$ cat src/rtl/dac_spi_responder.sv
// Device-side model of the LTC2624 quad-DAC SPI link: oversamples the SPI pins on CLK50MHZ,
// decodes 32-bit frames into per-channel input/DAC registers and echoes the prior frame on SDO.
module dac_spi_responder #(
  parameter int unsigned SYNC_STAGES = 2
) (
  input  logic        CLK50MHZ,
  input  logic        RST,
  input  logic        SPI_SCK,
  input  logic        DAC_CS,
  input  logic        SPI_MOSI,
  input  logic        DAC_CLR,
  output logic        DAC_OUT,
  output logic [47:0] dac_value,
  output logic [3:0]  dac_pd,
  output logic        update,
  output logic [3:0]  update_mask,
  output logic        frame_err,
  output logic [3:0]  last_cmd,
  output logic [3:0]  last_addr
);

  localparam int unsigned SyncW = 4 * SYNC_STAGES;

  // Each synchronizer stage holds {clr, cs, mosi, sck}; reset to the idle bus state.
  logic [SyncW-1:0] sync_q;
  logic [3:0]       pins_s;
  logic             sck_prev_q, cs_prev_q;

  always_ff @(posedge CLK50MHZ) begin
    if (RST) begin
      sync_q     <= {SYNC_STAGES{4'b1100}};
      sck_prev_q <= 1'b0;
      cs_prev_q  <= 1'b1;
    end else begin
      sync_q     <= {sync_q[SyncW-5:0], DAC_CLR, DAC_CS, SPI_MOSI, SPI_SCK};
      sck_prev_q <= pins_s[0];
      cs_prev_q  <= pins_s[2];
    end
  end

  assign pins_s = sync_q[SyncW-1 -: 4];

  logic sck_rise, sck_fall, cs_rise, cs_fall, clr_act, mosi_s, cs_low;
  assign sck_rise = pins_s[0] & ~sck_prev_q;
  assign sck_fall = ~pins_s[0] & sck_prev_q;
  assign cs_fall  = ~pins_s[2] & cs_prev_q;
  assign cs_rise  = pins_s[2] & ~cs_prev_q;
  assign cs_low   = ~pins_s[2];
  assign clr_act  = ~pins_s[3];
  assign mosi_s   = pins_s[1];

  logic              open_q, open_d;
  logic [5:0]        cnt_q, cnt_d;
  logic [31:0]       rx_q, rx_d;
  logic [31:0]       tx_q, tx_d;
  logic [31:0]       echo_q, echo_d;
  logic [3:0][11:0]  in_q, in_d;
  logic [3:0][11:0]  dac_q, dac_d;
  logic [3:0]        pd_q, pd_d;
  logic              update_q, update_d;
  logic [3:0]        mask_q, mask_d;
  logic              err_q, err_d;
  logic [3:0]        last_cmd_q, last_cmd_d;
  logic [3:0]        last_addr_q, last_addr_d;

  logic [3:0]  f_cmd, f_addr, sel, wmask;
  logic [11:0] f_data;
  assign f_cmd  = rx_q[23:20];
  assign f_addr = rx_q[19:16];
  assign f_data = rx_q[15:4];

  always_comb begin
    unique case (f_addr)
      4'b0000: sel = 4'b0001;
      4'b0001: sel = 4'b0010;
      4'b0010: sel = 4'b0100;
      4'b0011: sel = 4'b1000;
      4'b1111: sel = 4'b1111;
      default: sel = 4'b0000;
    endcase
  end

  always_comb begin
    open_d      = open_q;
    cnt_d       = cnt_q;
    rx_d        = rx_q;
    tx_d        = tx_q;
    echo_d      = echo_q;
    in_d        = in_q;
    dac_d       = dac_q;
    pd_d        = pd_q;
    update_d    = 1'b0;
    mask_d      = 4'b0000;
    err_d       = 1'b0;
    last_cmd_d  = last_cmd_q;
    last_addr_d = last_addr_q;
    wmask       = 4'b0000;

    // Clear wins over everything, including a CS rising edge in the same cycle.
    if (clr_act) begin
      open_d = 1'b0;
      in_d   = '0;
      dac_d  = '0;
      pd_d   = '0;
    end else if (cs_fall) begin
      open_d = 1'b1;
      cnt_d  = 6'd0;
      rx_d   = 32'd0;
      tx_d   = echo_q;
    end else if (open_q) begin
      if (cs_rise) begin
        open_d = 1'b0;
        if (cnt_q == 6'd32) begin
          echo_d      = rx_q;
          last_cmd_d  = f_cmd;
          last_addr_d = f_addr;
          case (f_cmd)
            4'b0000: begin
              for (int n = 0; n < 4; n++) if (sel[n]) in_d[n] = f_data;
            end
            4'b0001: begin
              for (int n = 0; n < 4; n++) if (sel[n]) begin
                dac_d[n] = in_q[n];
                pd_d[n]  = 1'b0;
              end
              wmask = sel;
            end
            4'b0010: begin
              for (int n = 0; n < 4; n++) if (sel[n]) in_d[n] = f_data;
              dac_d = in_d;
              pd_d  = 4'b0000;
              wmask = 4'b1111;
            end
            4'b0011: begin
              for (int n = 0; n < 4; n++) if (sel[n]) begin
                in_d[n]  = f_data;
                dac_d[n] = f_data;
                pd_d[n]  = 1'b0;
              end
              wmask = sel;
            end
            4'b0100: pd_d = pd_q | sel;
            default: ;
          endcase
          update_d = |wmask;
          mask_d   = wmask;
        end else begin
          err_d = 1'b1;
        end
      end else if (cs_low) begin
        if (sck_rise) begin
          rx_d = {rx_q[30:0], mosi_s};
          if (cnt_q != 6'd33) cnt_d = cnt_q + 6'd1;
        end
        if (sck_fall) tx_d = {tx_q[30:0], 1'b0};
      end
    end
  end

  always_ff @(posedge CLK50MHZ) begin
    if (RST) begin
      open_q      <= 1'b0;
      cnt_q       <= 6'd0;
      rx_q        <= 32'd0;
      tx_q        <= 32'd0;
      echo_q      <= 32'd0;
      in_q        <= '0;
      dac_q       <= '0;
      pd_q        <= 4'b0000;
      update_q    <= 1'b0;
      mask_q      <= 4'b0000;
      err_q       <= 1'b0;
      last_cmd_q  <= 4'b0000;
      last_addr_q <= 4'b0000;
    end else begin
      open_q      <= open_d;
      cnt_q       <= cnt_d;
      rx_q        <= rx_d;
      tx_q        <= tx_d;
      echo_q      <= echo_d;
      in_q        <= in_d;
      dac_q       <= dac_d;
      pd_q        <= pd_d;
      update_q    <= update_d;
      mask_q      <= mask_d;
      err_q       <= err_d;
      last_cmd_q  <= last_cmd_d;
      last_addr_q <= last_addr_d;
    end
  end

  assign DAC_OUT     = tx_q[31];
  assign dac_value   = dac_q;
  assign dac_pd      = pd_q;
  assign update      = update_q;
  assign update_mask = mask_q;
  assign frame_err   = err_q;
  assign last_cmd    = last_cmd_q;
  assign last_addr   = last_addr_q;

endmodule

$ cat config.mk
export PLATFORM = sky130hd
export DESIGN_NAME = dac_spi_responder
export DESIGN_NICKNAME = d
export VERILOG_FILES = /design/src/rtl/dac_spi_responder.sv
export SDC_FILE = /design/constraint.sdc
export NUM_CORES = 1
export LEC_CHECK = 0
export ABC_AREA = 1
export CORE_ASPECT_RATIO = 0.6
export CORE_UTILIZATION = 65
export CTS_BUF_LIST = sky130_fd_sc_hd__clkbuf_4 sky130_fd_sc_hd__clkbuf_8
export CTS_CLUSTER_DIAMETER = 100
export DETAILED_ROUTE_END_ITERATION = 10
export PLACE_DENSITY_LB_ADDON = 0.05
export SLEW_MARGIN = 40
export SYNTH_ARGS = -nofsm -noshare
export SYNTH_HDL_FRONTEND = slang
export SYNTH_SLANG_ARGS = --single-unit
$ cat constraint.sdc
create_clock -name CLK50MHZ -period 3.75 [get_ports CLK50MHZ]
set_clock_uncertainty 0.15 [all_clocks]
set_input_delay 0.5625 -clock CLK50MHZ [delete_from_list [all_inputs] [get_ports CLK50MHZ]]
set_output_delay 0.5625 -clock CLK50MHZ [all_outputs]
set_load 0.02 [all_outputs]
# Yosys cells after proc, flatten, opt, wreduce, memory -nomap -nowiden
# Index checks and enable logic that the tools add are counted.
[classes]
addsub = 1
eq_ne = 24
n_mux = 45
n_bitwise = 14
n_reduce_logical = 27
[op_table]
columns = ["operator", "n"]
rows = [
  ["two-way mux 32 bit", 10],
  ["two-way mux 12 bit", 12],
  ["case mux 48 bit (3 select lines)", 1],
  ["two-way mux 6 bit", 6],
  ["AND reduction 6 bit", 5],
  ["AND reduction 7 bit", 4],
  ["two-way mux 4 bit", 5],
  ["case mux 4 bit (5 select lines)", 1],
  ["AND reduction 5 bit", 4],
  ["== test 4 x 2 -> 1 bit, second input constant", 4],
  ["!= test 2 bit, second input constant", 8],
  ["!= test 2 x 1 -> 1 bit, second input constant", 6],
  ["case mux 4 bit (3 select lines)", 1],
  ["inverter 1 bit", 9],
  ["== test 4 x 1 -> 1 bit, second input constant", 2],
  ["logical NOT 4 bit", 2],
  ["two-way mux 1 bit", 8],
  ["case mux 4 bit (2 select lines)", 1],
  ["nonzero test 2 bit", 4],
  ["adder 6 x 1 -> 6 bit, second input constant", 1],
  ["== test 6 bit, second input constant", 1],
  ["!= test 6 bit, second input constant", 1],
  ["nonzero test 3 bit", 2],
  ["OR reduction 6 bit", 1],
  ["8 further kinds", 12],
]
[word_totals]
register_bits = 227
inputBits = 6
wordCells = 136

# Longest topological paths before layout
# Gate-level depths: netlist (run 1).
[logic_depth]
depth_word = 9
ltp_mapped = 11

# Worst setup path before layout (run 1)
# Ideal clock, no wire load.
[synth_timing]
path_type = "reg-to-reg"
start = "register cnt_q[0]"
end = "register in_q[0] (netlist bit)"
arrival_ns = 1.388
required_ns = 3.490
setup_slack_ns = 2.102
stages_incl_launch_ff = 11
n_path_buf = 1
period_less_slack_ns = 1.648
path_cell_list = "dfxtp_1 inv_1 ha_1 nand3_2 nor2_8 nand2_2 inv_2 buf_4 nand2_1 nand2_1 nor2_1"
[synth_via]
elab_chain_cells = 2
[synth_lines]
columns = ["element", "line_no", "rtl"]
rows = [
  ["from (decl)", "53", "logic [5:0] cnt_q, cnt_d;"],
  ["from (signal assigned)", "177", "cnt_q <= cnt_d;"],
  ["== test 6 bit", "113", "if (cnt_q == 6'd32) begin"],
  ["AND reduction 5 bit (no line)", "--", ""],
  ["to (signal assigned)", "181", "in_q <= in_d;"],
  ["to (decl)", "57", "logic [3:0][11:0] in_q, in_d;"],
]
# Every way passes these cells.
# A chain may end at the register's enable or synchronous reset.

# Final worst setup path (run 1)
[layout_timing]
start = "register rx_q[16]"
end = "register dac_q (netlist bit dac_value[14])"
[layout_via]
elab_chain_cells = 4
elab_cells_between_ends = 11
classes_between = "6 x eq/ne; 3 x mux; 2 x reduce/logical"
[layout_lines]
columns = ["element", "line_no", "rtl"]
rows = [
  ["from (decl)", "54", "logic [31:0] rx_q, rx_d;"],
  ["from (signal assigned)", "178", "rx_q <= rx_d;"],
  ["== test 4 bit (tied with other cells)", "73", "unique case (f_addr)"],
  ["case mux 4 bit (5 select lines) *", "73", ""],
  ["!= test 2 bit (no line) / two-way mux 12 bit (equally long branches)", "--", ""],
  ["AND reduction 7 bit (no line) / case mux 48 bit (3 select lines) (equally long branches)", "--", ""],
  ["to (signal assigned)", "168", "dac_q <= '0;"],
  ["to (signal assigned)", "182", "dac_q <= dac_d;"],
  ["to (decl)", "58", "logic [3:0][11:0] dac_q, dac_d;"],
]
# Every way passes the cells marked *; elsewhere a longest branch is shown, timed or not.

==> impl_metrics.env, run 1 <==
export IMPL_grt_use_total=0.331
export IMPL_ys_async_sr_fraction=0
export IMPL_drv_cap=0
export IMPL_ctsLongestPathBuffers=3
export IMPL_grt_max_degree=102
export IMPL_avgViaCountPerCell=5.41
export IMPL_cts_tree="built"
export IMPL_r2r_slack_ns=0.93
export IMPL_crit_path_start="rx_q[16]$_SDFFE_PP0P_"
export IMPL_grt_pass1_vias=9131
export IMPL_place_detailed_hpwl_um=18400
export IMPL_r2r_start="rx_q[16]$_SDFFE_PP0P_"
export IMPL_drive_gt1_frac=0.0529
export IMPL_synth_most_common_cell="nand2_1"
export IMPL_synth_top_cell_area_share=0.413
export IMPL_hp_class="flop to flop"
export IMPL_cpMostUsedCell="nand2_1"
export IMPL_cts_made_buffers=31
export IMPL_hold_buffers=0
export IMPL_power_leakage_nw=5.45
export IMPL_grt_pass1_wl_um=45200
export IMPL_min_delay_start="sync_q[1]$_SDFF_PP0_"
export IMPL_dieArea_sq_um=16900
export IMPL_clkLatencyLatePin_ns=0.59
export IMPL_status="finished clean"
export IMPL_regArea_sq_um=4380
export IMPL_io_buffers=72
export IMPL_cts_root_buf="clkbuf_8"
export IMPL_drc=0
export IMPL_yosys_top_cells_count="nand2_1 (448), inv_1 (257), nor2_1 (239), dfxtp_1 (219), o21ai_0 (161)"
export IMPL_cp_max_fo=19
export IMPL_die_w_um=167
export IMPL_yosysWarnings=0
export IMPL_postCtsSetupBuffers=0
export IMPL_rsz0062_at_grt="no"
export IMPL_slowest_stage="nand2_1"
export IMPL_tightest_slew_ns=0.793
export IMPL_cp_required_ns=4.06
export IMPL_setup_tns_ns=0
export IMPL_gp_congestion=0.966
export IMPL_min_to="sync_q[5]$_SDFF_PP0_"
export IMPL_hold_viol_final=0
export IMPL_firstDrtPassIters=5
export IMPL_path_clk_slew_ns=0.07
export IMPL_multi_input_area_sq_um=4780
export IMPL_overflow=0
export IMPL_max_freq_mhz=354
export IMPL_min_period_over_period=0.753
export IMPL_final_max_slew_viol_count=0
export IMPL_rows=35
export IMPL_p_per_area_nw_per_um2=378
export IMPL_setup_viol=0
export IMPL_syn_cell_area_sq_um=10600
export IMPL_dpl_cell_count=1873
export IMPL_synthCells=1682
export IMPL_cts_sinks=219
export IMPL_cp_buffers_inverters=1
export IMPL_endpoint_kind="flop"
export IMPL_crit_chain="nand2_1 > inv_1 > nand2_2 > nand2_1 > nand2_1 > nand3_1 > nand2_1 > nor2_1 > nor2_1"
export IMPL_yosysSeqAreaShare=0.413
export IMPL_ant_nets=0
export IMPL_cts_resized=0
export IMPL_io_pins=73
export IMPL_avgRoutedWirePerCell_um=14.5
export IMPL_antenna_found_initial=0
export IMPL_n_antenna_cell=0
export IMPL_fin_util=0.759
export IMPL_final_min_clock_period_ns=2.82
export IMPL_syn_num_nets=1691
export IMPL_start_kind="flop"
export IMPL_ir_drop_v=0.000306
export IMPL_vias=10400
export IMPL_drt_total_wl_um=27900
export IMPL_crit_family="simple AND/OR/NAND/NOR gates"
export IMPL_relSlewSlack=0.469
export IMPL_r2r_end="dac_value[14]$_SDFFE_PP0P_"
export IMPL_crit_type="flop to flop"
export IMPL_ff2ff_path_depth=9
export IMPL_nNetsFinal=1712
export IMPL_die_h_um=101
export IMPL_critPathMaxStageDelay_ns=0.61
export IMPL_start_util=0.678
export IMPL_yosysUniqueCellTypes=27
export IMPL_synthTopCellsByArea="dfxtp_1 (41%), nand2_1 (16%), inv_1 (9.1%)"
export IMPL_hold_depth=2
export IMPL_yosys_most_used_dff="dfxtp_1"
export IMPL_ys_seq_elements=219
export IMPL_core_sq_um=15700
export IMPL_stdcell_count=1922
export IMPL_synth_edff_count=0
export IMPL_area_growth_pct=11.9
export IMPL_synth_top_area_cell="dfxtp_1"
export IMPL_syn_area_per_cell_sq_um=6.32
export IMPL_fillers=1247
export IMPL_arrival_ns=3.13
export IMPL_cts_max_level=1
export IMPL_drt_iter0_drc=1296
tightest hold or removal path, cell delays in order (launching register included):
cell,delay (ns)
dfxtp_1,0.30
inv_1,0.04
nor2_1,0.03
cell type report:
| type | instances | area share |
|---|---|---|
| inverter | 263 | 0.0830 |
| tap | 203 | 0.0214 |
| clock buffer | 45 | 0.0494 |
| clock inverter | 4 | 0.00400 |
| timing repair buffer | 86 | 0.0715 |
| multi-input combinational | 1102 | 0.402 |
| sequential | 219 | 0.369 |
flip-flops by register name, summed over array words and instances (netlist names):
signal       flops
open_q           1
update_mask      4
dac_pd           4
dac_value       48
update           1
cs_prev_q        1
cnt_q            6
tx_q            32
frame_err        1
rx_q            32
sync_q           8
in_q            48
echo_q          32
sck_prev_q       1
power breakdown:
part	switching, mW	internal (mW)	total [mW]	leakage (nW)
Sequential	0.00893	2.34	2.35	1.77
Clock	0.892	1.06	1.95	0.333
Combinational	0.140	0.0517	0.191	3.35
per-stage QoR:
step	worst slack (ns)	hold slack, ns	power, mW	area, sq um
after global routing	0.865	0.275	4.62	11900
after CTS	1.14	0.259	4.50	11900
after detailed placement	1.04	0.244	2.59	11300
after floorplan	2.10	0.238	2.54	10600
final	0.926	0.256	4.49	11900
after global placement	1.20	0.239	2.58	11300
cell usage in the layout (no fill, tap or decap):
| cell type | n |
|---|---|
| clkdlybuf4s50_1 | 72 |
| clkinv_2 | 2 |
| a21oi_1 | 87 |
| clkbuf_8 | 40 |
| bufinv_16 | 1 |
| buf_4 | 12 |
| buf_12 | 2 |
| o21ai_0 | 161 |
| nand3_1 | 126 |
| o21a_1 | 2 |
| nor2_2 | 3 |
| dfxtp_1 | 219 |
| inv_2 | 6 |
| nor2_1 | 237 |
| nand3_2 | 6 |
| ha_1 | 3 |
| nor3b_1 | 2 |
| nand2_2 | 5 |
| or2_2 | 5 |
| clkbuf_4 | 5 |
| clkinvlp_4 | 1 |
| o211ai_1 | 4 |
| nor3_2 | 1 |
| xor2_1 | 1 |
| xnor2_1 | 1 |
| nor2_4 | 1 |
| o21ai_1 | 8 |
| nand2_1 | 448 |
| nor2_8 | 1 |
| inv_1 | 257 |
cells by family after synthesis:
group,count (synthesis),share of synthesized area
AO/OA/AOI/OAI,262,0.125
AND/OR/NAND/NOR,835,0.318
XOR/XNOR,2,0.00165
adder cells (fa/ha/maj),3,0.00353
flip-flops,219,0.413
buffers and inverters,361,0.140
routing by layer:
layer | global-route usage | up-vias | share of wire
met3 | 0.0616 | 69 | 0.11
met1 | 0.487 | 4622 | 0.47
met2 | 0.491 | 538 | 0.40
met4 | 0.0969 | 0 | 0.023
li1 | - | 5178 | -
met5 | 0 | - | 0
how the worst max path moves through the flow:
stage | cells past startpoint | endpoint
3_3_place_gp | 6 | rx_q[10]$_SDFFE_PP0P_
3_5_place_dp | 6 | rx_q[20]$_SDFFE_PP0P_
4_1_cts | 8 | dac_value[31]$_SDFFE_PP0P_
6_report | 9 | dac_value[14]$_SDFFE_PP0P_
5_1_grt | 9 | dac_value[31]$_SDFFE_PP0P_
2_1_floorplan | 10 | in_q[0]$_SDFFE_PP0P_
(Power assumes the default switching activity.)
==> run 2, diff against run 1 <==
CORE_UTILIZATION = 61   (was 65)
clock period = 2.9 ns   (was 3.75 ns; I/O delays follow)
==> run 2 against run 1 <==
Effect of this change: count of clock-buffer cells in the layout is 13 higher; combinational power up 35%; hold slack lost 0.0050 ns; total power grew 35%; critical path type unchanged; largest cell class unchanged.
==> impl_metrics.env, run 2 (synthesis results as in run 1) <==
export IMPL_status="finished clean"
export IMPL_drc=0
export IMPL_dieArea_sq_um=18000
export IMPL_stdcell_count=1973
export IMPL_cpMostUsedCell="nor2_1"
export IMPL_tightest_slew_ns=0.736
export IMPL_grt_max_degree=64
export IMPL_overflow=0
export IMPL_relSlewSlack=0.508
export IMPL_hold_viol_final=0
export IMPL_r2r_start="cnt_q[0]$_SDFFE_PP0P_"
export IMPL_cp_buffers_inverters=3
export IMPL_dpl_cell_count=1912
export IMPL_clkLatencyLatePin_ns=0.52
export IMPL_critPathMaxStageDelay_ns=0.36
export IMPL_cts_made_buffers=34
export IMPL_final_max_slew_viol_count=0
export IMPL_slowest_stage="dfxtp_1"
export IMPL_avgRoutedWirePerCell_um=14.5
export IMPL_cp_required_ns=3.19
export IMPL_min_period_over_period=0.799
export IMPL_start_util=0.639
export IMPL_final_min_clock_period_ns=2.32
export IMPL_power_total_mw=6.07
export IMPL_crit_type="flop to flop"
export IMPL_cp_num_cells=9
export IMPL_hold_buffers=0
export IMPL_antenna_found_initial=0
export IMPL_avgViaCountPerCell=5.22
export IMPL_die_w_um=172
export IMPL_endpoint_kind="flop"
export IMPL_most_common_layout_cells="nand2_1 (448), inv_1 (257), nor2_1 (237), dfxtp_1 (219), o21ai_0 (161)"
export IMPL_ctsLongestPathBuffers=3
export IMPL_path_clk_slew_ns=0.06
export IMPL_setup_viol=0
export IMPL_place_detailed_hpwl_um=18700
export IMPL_postCtsSetupBuffers=0
export IMPL_rsz0062_at_grt="no"
export IMPL_core_sq_um=16600
export IMPL_hp_class="flop to flop"
export IMPL_die_h_um=104
export IMPL_io_buffers=72
export IMPL_crit_family="simple AND/OR/NAND/NOR gates"
export IMPL_drt_total_wl_um=28500
export IMPL_arrival_ns=2.61
export IMPL_vias=10300
export IMPL_ant_nets=0
export IMPL_cts_tree="built"
export IMPL_final_cell_area_sq_um=12100
export IMPL_final_common_cell="nand2_1"
export IMPL_cts_root_buf="clkbuf_8"
export IMPL_io_pins=73
export IMPL_endpoint="echo_q[9]$_SDFFE_PP0P_"
export IMPL_ir_drop_v=0.000354
export IMPL_cp_max_fo=21
export IMPL_firstDrtPassIters=6
export IMPL_r2r_end="echo_q[9]$_SDFFE_PP0P_"
export IMPL_nNetsFinal=1729
export IMPL_cts_sinks=219
export IMPL_cts_max_level=2
export IMPL_area_growth_pct=14.0
export IMPL_drt_iter0_drc=1170
export IMPL_drive_gt1_frac=0.0670
export IMPL_p_per_area_nw_per_um2=501
export IMPL_grt_pass1_vias=9225
export IMPL_rows=36
export IMPL_drv_cap=0
export IMPL_power_leakage_nw=5.57
export IMPL_placed_area_sq_um=11400
export IMPL_grt_use_total=0.324
export IMPL_r2r_slack_ns=0.58
export IMPL_grt_pass1_wl_um=46100
export IMPL_fillers=1379
export IMPL_n_antenna_cell=0
export IMPL_gp_congestion=0.908
export IMPL_max_freq_mhz=431
export IMPL_crit_chain="inv_1 > ha_1 > nand3_2 > nor2_8 > nand2_2 > inv_2 > buf_4 > nor2_1 > nor2_1"
export IMPL_ff2ff_path_depth=9
export IMPL_crit_path_start="cnt_q[0]$_SDFFE_PP0P_"
export IMPL_setup_tns_ns=0
export IMPL_regArea_sq_um=4380
export IMPL_start_kind="flop"
export IMPL_multi_input_area_sq_um=4780
export IMPL_cts_resized=0
[run 2: cell count changes in the layout (fill, tap and decap cells not counted)]
cell       previous run  this run
buf_12                2         1
buf_4                12        27
bufinv_16             1         0
clkbuf_4              5        14
clkbuf_8             40        44
clkinv_2              2         1
clkinv_4              0         1
[run 2: metal layers]
layer	wire length [um]	vias up	track usage
met5	0	-	0
met4	764	0	0.0967
met3	3130	78	0.0955
met2	11600	453	0.471
met1	13000	4548	0.458
li1	-	5215	-
[run 2: worst min-delay path by stage]
stage / endpoint / startpoint / depth (start not counted) / slack (ns)
6_report: sync_q[5]$_SDFF_PP0_ / sync_q[1]$_SDFF_PP0_ / 2 / 0.25
5_1_grt: sync_q[6]$_SDFF_PP1_ / sync_q[2]$_SDFF_PP1_ / 1 / 0.27
4_1_cts: sync_q[4]$_SDFF_PP0_ / sync_q[0]$_SDFF_PP0_ / 2 / 0.25
3_5_place_dp: sync_q[4]$_SDFF_PP0_ / sync_q[0]$_SDFF_PP0_ / 2 / 0.24
3_3_place_gp: sync_q[4]$_SDFF_PP0_ / sync_q[0]$_SDFF_PP0_ / 2 / 0.24
2_1_floorplan: sync_q[4]$_SDFF_PP0_ / sync_q[0]$_SDFF_PP0_ / 2 / 0.24
[run 2: metrics by stage]
stage                     setup WS, ns  hold WS [ns]  utilization
after global routing             0.368         0.274        0.729
final                            0.582         0.251        0.729
after detailed placement         0.602         0.242        0.685
after global placement           0.671         0.245        0.685
after CTS                        0.615         0.251        0.729
after floorplan                   1.25         0.238            -
[run 2: area by class of cell]
type,count,share of cell area
tap,228,0.0236
clock buffer,58,0.0587
timing repair buffer,100,0.0779
clock inverter,3,0.00176
multi-input combinational,1102,0.395
inverter,263,0.0815
sequential,219,0.362
[run 2: worst reg2reg max path, stage by stage (launching register included)]
cell and delay, ns:
dfxtp_1 0.36, inv_1 0.13, ha_1 0.17, nand3_2 0.13, nor2_8 0.27, nand2_2 0.26, inv_2 0.30, buf_4 0.29
nor2_1 0.07, nor2_1 0.12
[run 2: where the power goes]
group / internal, mW / leakage [nW] / switching [mW]
logic: 0.0715 / 3.41 / 0.186
clock network: 1.54 / 0.389 / 1.22
registers: 3.03 / 1.77 / 0.0131
==> run 3, diff against run 2 <==
clock period = 2.2 ns   (was 2.9 ns; I/O delays follow)
==> run 3 against run 2 <==
Effect of this change: first-iteration DRC count increased by 1.4%; wire length down 2.6%; largest power group unchanged; highest routed layer unchanged; total power is 30% higher.
==> impl_metrics.env, run 3 (synthesis results as in run 1) <==
export IMPL_path_clk_slew_ns=0.06
export IMPL_cts_sinks=219
export IMPL_io_pins=73
export IMPL_min_period_over_period=0.974
export IMPL_status="finished clean"
export IMPL_die_h_um=104
export IMPL_r2r_end="dac_value[8]$_SDFFE_PP0P_"
export IMPL_rsz0062_at_grt="yes"
export IMPL_crit_type="flop to flop"
export IMPL_hold_ws_ns=0.187
export IMPL_r2r_start="rx_q[23]$_SDFFE_PP0P_"
export IMPL_core_sq_um=16600
export IMPL_overflow=0
export IMPL_hold_buffers=0
export IMPL_gp_congestion=0.887
export IMPL_grt_max_degree=64
export IMPL_final_max_slew_viol_count=0
export IMPL_cp_max_fo=12
export IMPL_stdcell_count=1983
export IMPL_endpoint_kind="flop"
export IMPL_critPathMaxStageDelay_ns=0.41
export IMPL_start_kind="flop"
export IMPL_grt_use_total=0.315
export IMPL_ctsLongestPathBuffers=3
export IMPL_most_common_layout_cells="nand2_1 (447), inv_1 (257), nor2_1 (236), dfxtp_1 (219), o21ai_0 (160)"
export IMPL_n_antenna_cell=0
export IMPL_tightest_slew_ns=0.596
export IMPL_grt_pass1_wl_um=45400
export IMPL_cts_root_buf="clkbuf_8"
export IMPL_postCtsSetupBuffers=0
export IMPL_drc=0
export IMPL_p_per_area_nw_per_um2=640
export IMPL_avgRoutedWirePerCell_um=14.0
export IMPL_p_sw_mw=1.82
export IMPL_die_w_um=172
export IMPL_vias=10200
export IMPL_dieArea_sq_um=18000
export IMPL_dpl_cell_count=1925
export IMPL_swShare=0.231
export IMPL_drv_cap=0
export IMPL_cts_resized=0
export IMPL_cts_made_buffers=34
export IMPL_slowest_stage="nand3_1"
export IMPL_final_common_cell="nand2_1"
export IMPL_hold_depth=3
export IMPL_setup_viol=0
export IMPL_drt_iter0_drc=1186
export IMPL_firstDrtPassIters=6
export IMPL_area_growth_pct=15.9
export IMPL_power_frac_clock=0.447
export IMPL_p_int_mw=6.06
export IMPL_pwr_share_comb=0.044
export IMPL_cp_buffers_inverters=3
export IMPL_crit_chain="inv_2 > nand2_1 > inv_1 > nand3_1 > o21ai_0 > inv_1 > nand2_1 > nor2_1 > nor2_1"
export IMPL_crit_family="simple AND/OR/NAND/NOR gates"
export IMPL_cts_max_level=2
export IMPL_final_min_clock_period_ns=2.14
export IMPL_place_detailed_hpwl_um=18500
export IMPL_min_to="sync_q[0]$_SDFF_PP0_"
export IMPL_min_delay_start="SPI_SCK"
export IMPL_hold_viol_final=0
export IMPL_max_freq_mhz=467
export IMPL_grt_pass1_vias=9327
export IMPL_p_seq_frac=0.509
export IMPL_power_total_mw=7.88
export IMPL_start_util=0.639
export IMPL_ant_nets=0
export IMPL_setup_tns_ns=0
export IMPL_power_leakage_nw=5.65
export IMPL_avgViaCountPerCell=5.17
export IMPL_hp_class="input port to flop"
export IMPL_io_buffers=72
export IMPL_nNetsFinal=1742
export IMPL_r2r_slack_ns=0.06
export IMPL_cp_required_ns=2.49
export IMPL_antenna_found_initial=0
export IMPL_rows=36
export IMPL_cts_tree="built"
export IMPL_final_cell_area_sq_um=12300
export IMPL_clkLatencyLatePin_ns=0.52
export IMPL_drive_gt1_frac=0.0741
export IMPL_arrival_ns=2.43
export IMPL_drt_total_wl_um=27800
export IMPL_relSlewSlack=0.602
export IMPL_placed_area_sq_um=11600
export IMPL_ff2ff_path_depth=9
export IMPL_ir_drop_v=0.000417
run 3: area by class of cell:
type	instances	area, sq um
clock buffers	55	682
clock inverters	3	20.0
fillers	1416	4310
inverters	263	987
multi-input cells	1102	4790
flip-flops and latches	219	4380
well taps	228	285
repair buffers	113	1170
run 3: worst max path at each step:
| stage | start | to | slack [ns] | cells past startpoint |
|---|---|---|---|---|
| finish | rx_q[23]$_SDFFE_PP0P_ | dac_value[8]$_SDFFE_PP0P_ | 0.06 | 9 |
| global route | rx_q[23]$_SDFFE_PP0P_ | dac_value[5]$_SDFFE_PP0P_ | -0.05 | 9 |
| CTS | rx_q[17]$_SDFFE_PP0P_ | update$_SDFF_PP0_ | 0.15 | 8 |
| detailed placement | rx_q[17]$_SDFFE_PP0P_ | update$_SDFF_PP0_ | 0.18 | 8 |
| global placement | RST | tx_q[17]$_SDFFE_PP0P_ | 0.21 | 5 |
| floorplan | cnt_q[0]$_SDFFE_PP0P_ | in_q[0]$_SDFFE_PP0P_ | 0.55 | 10 |
run 3: per-layer routing:
metal | track usage | part of all wire
met3 | 0.0651 | 0.11
met1 | 0.464 | 0.46
met4 | 0.0980 | 0.021
met2 | 0.457 | 0.41
met5 | 0 | 0
run 3: per-stage QoR:
| step | setup WS, ns | utilization |
|---|---|---|
| global placement | 0.205 | 0.698 |
| global route | -0.0463 | 0.741 |
| finish | 0.0581 | 0.741 |
| floorplan | 0.552 | - |
| detailed placement | 0.177 | 0.698 |
| CTS | 0.154 | 0.740 |
run 3: power groups by stage:
| stage | clock network (mW) | logic (mW) | registers, mW |
|---|---|---|---|
| 2_1_floorplan | 0 | 0.236 | 4.09 |
| 4_1_cts | 3.55 | 0.342 | 4.01 |
| 6_report | 3.52 | 0.350 | 4.01 |
| 3_5_place_dp | 0 | 0.340 | 4.10 |
| 3_3_place_gp | 0 | 0.332 | 4.10 |
| 5_1_grt | 3.72 | 0.391 | 4.01 |
run 3: worst min-delay path, cell delays in order:
cell,delay (ns)
clkdlybuf4s50_1,0.39
inv_1,0.05
nor2_1,0.03
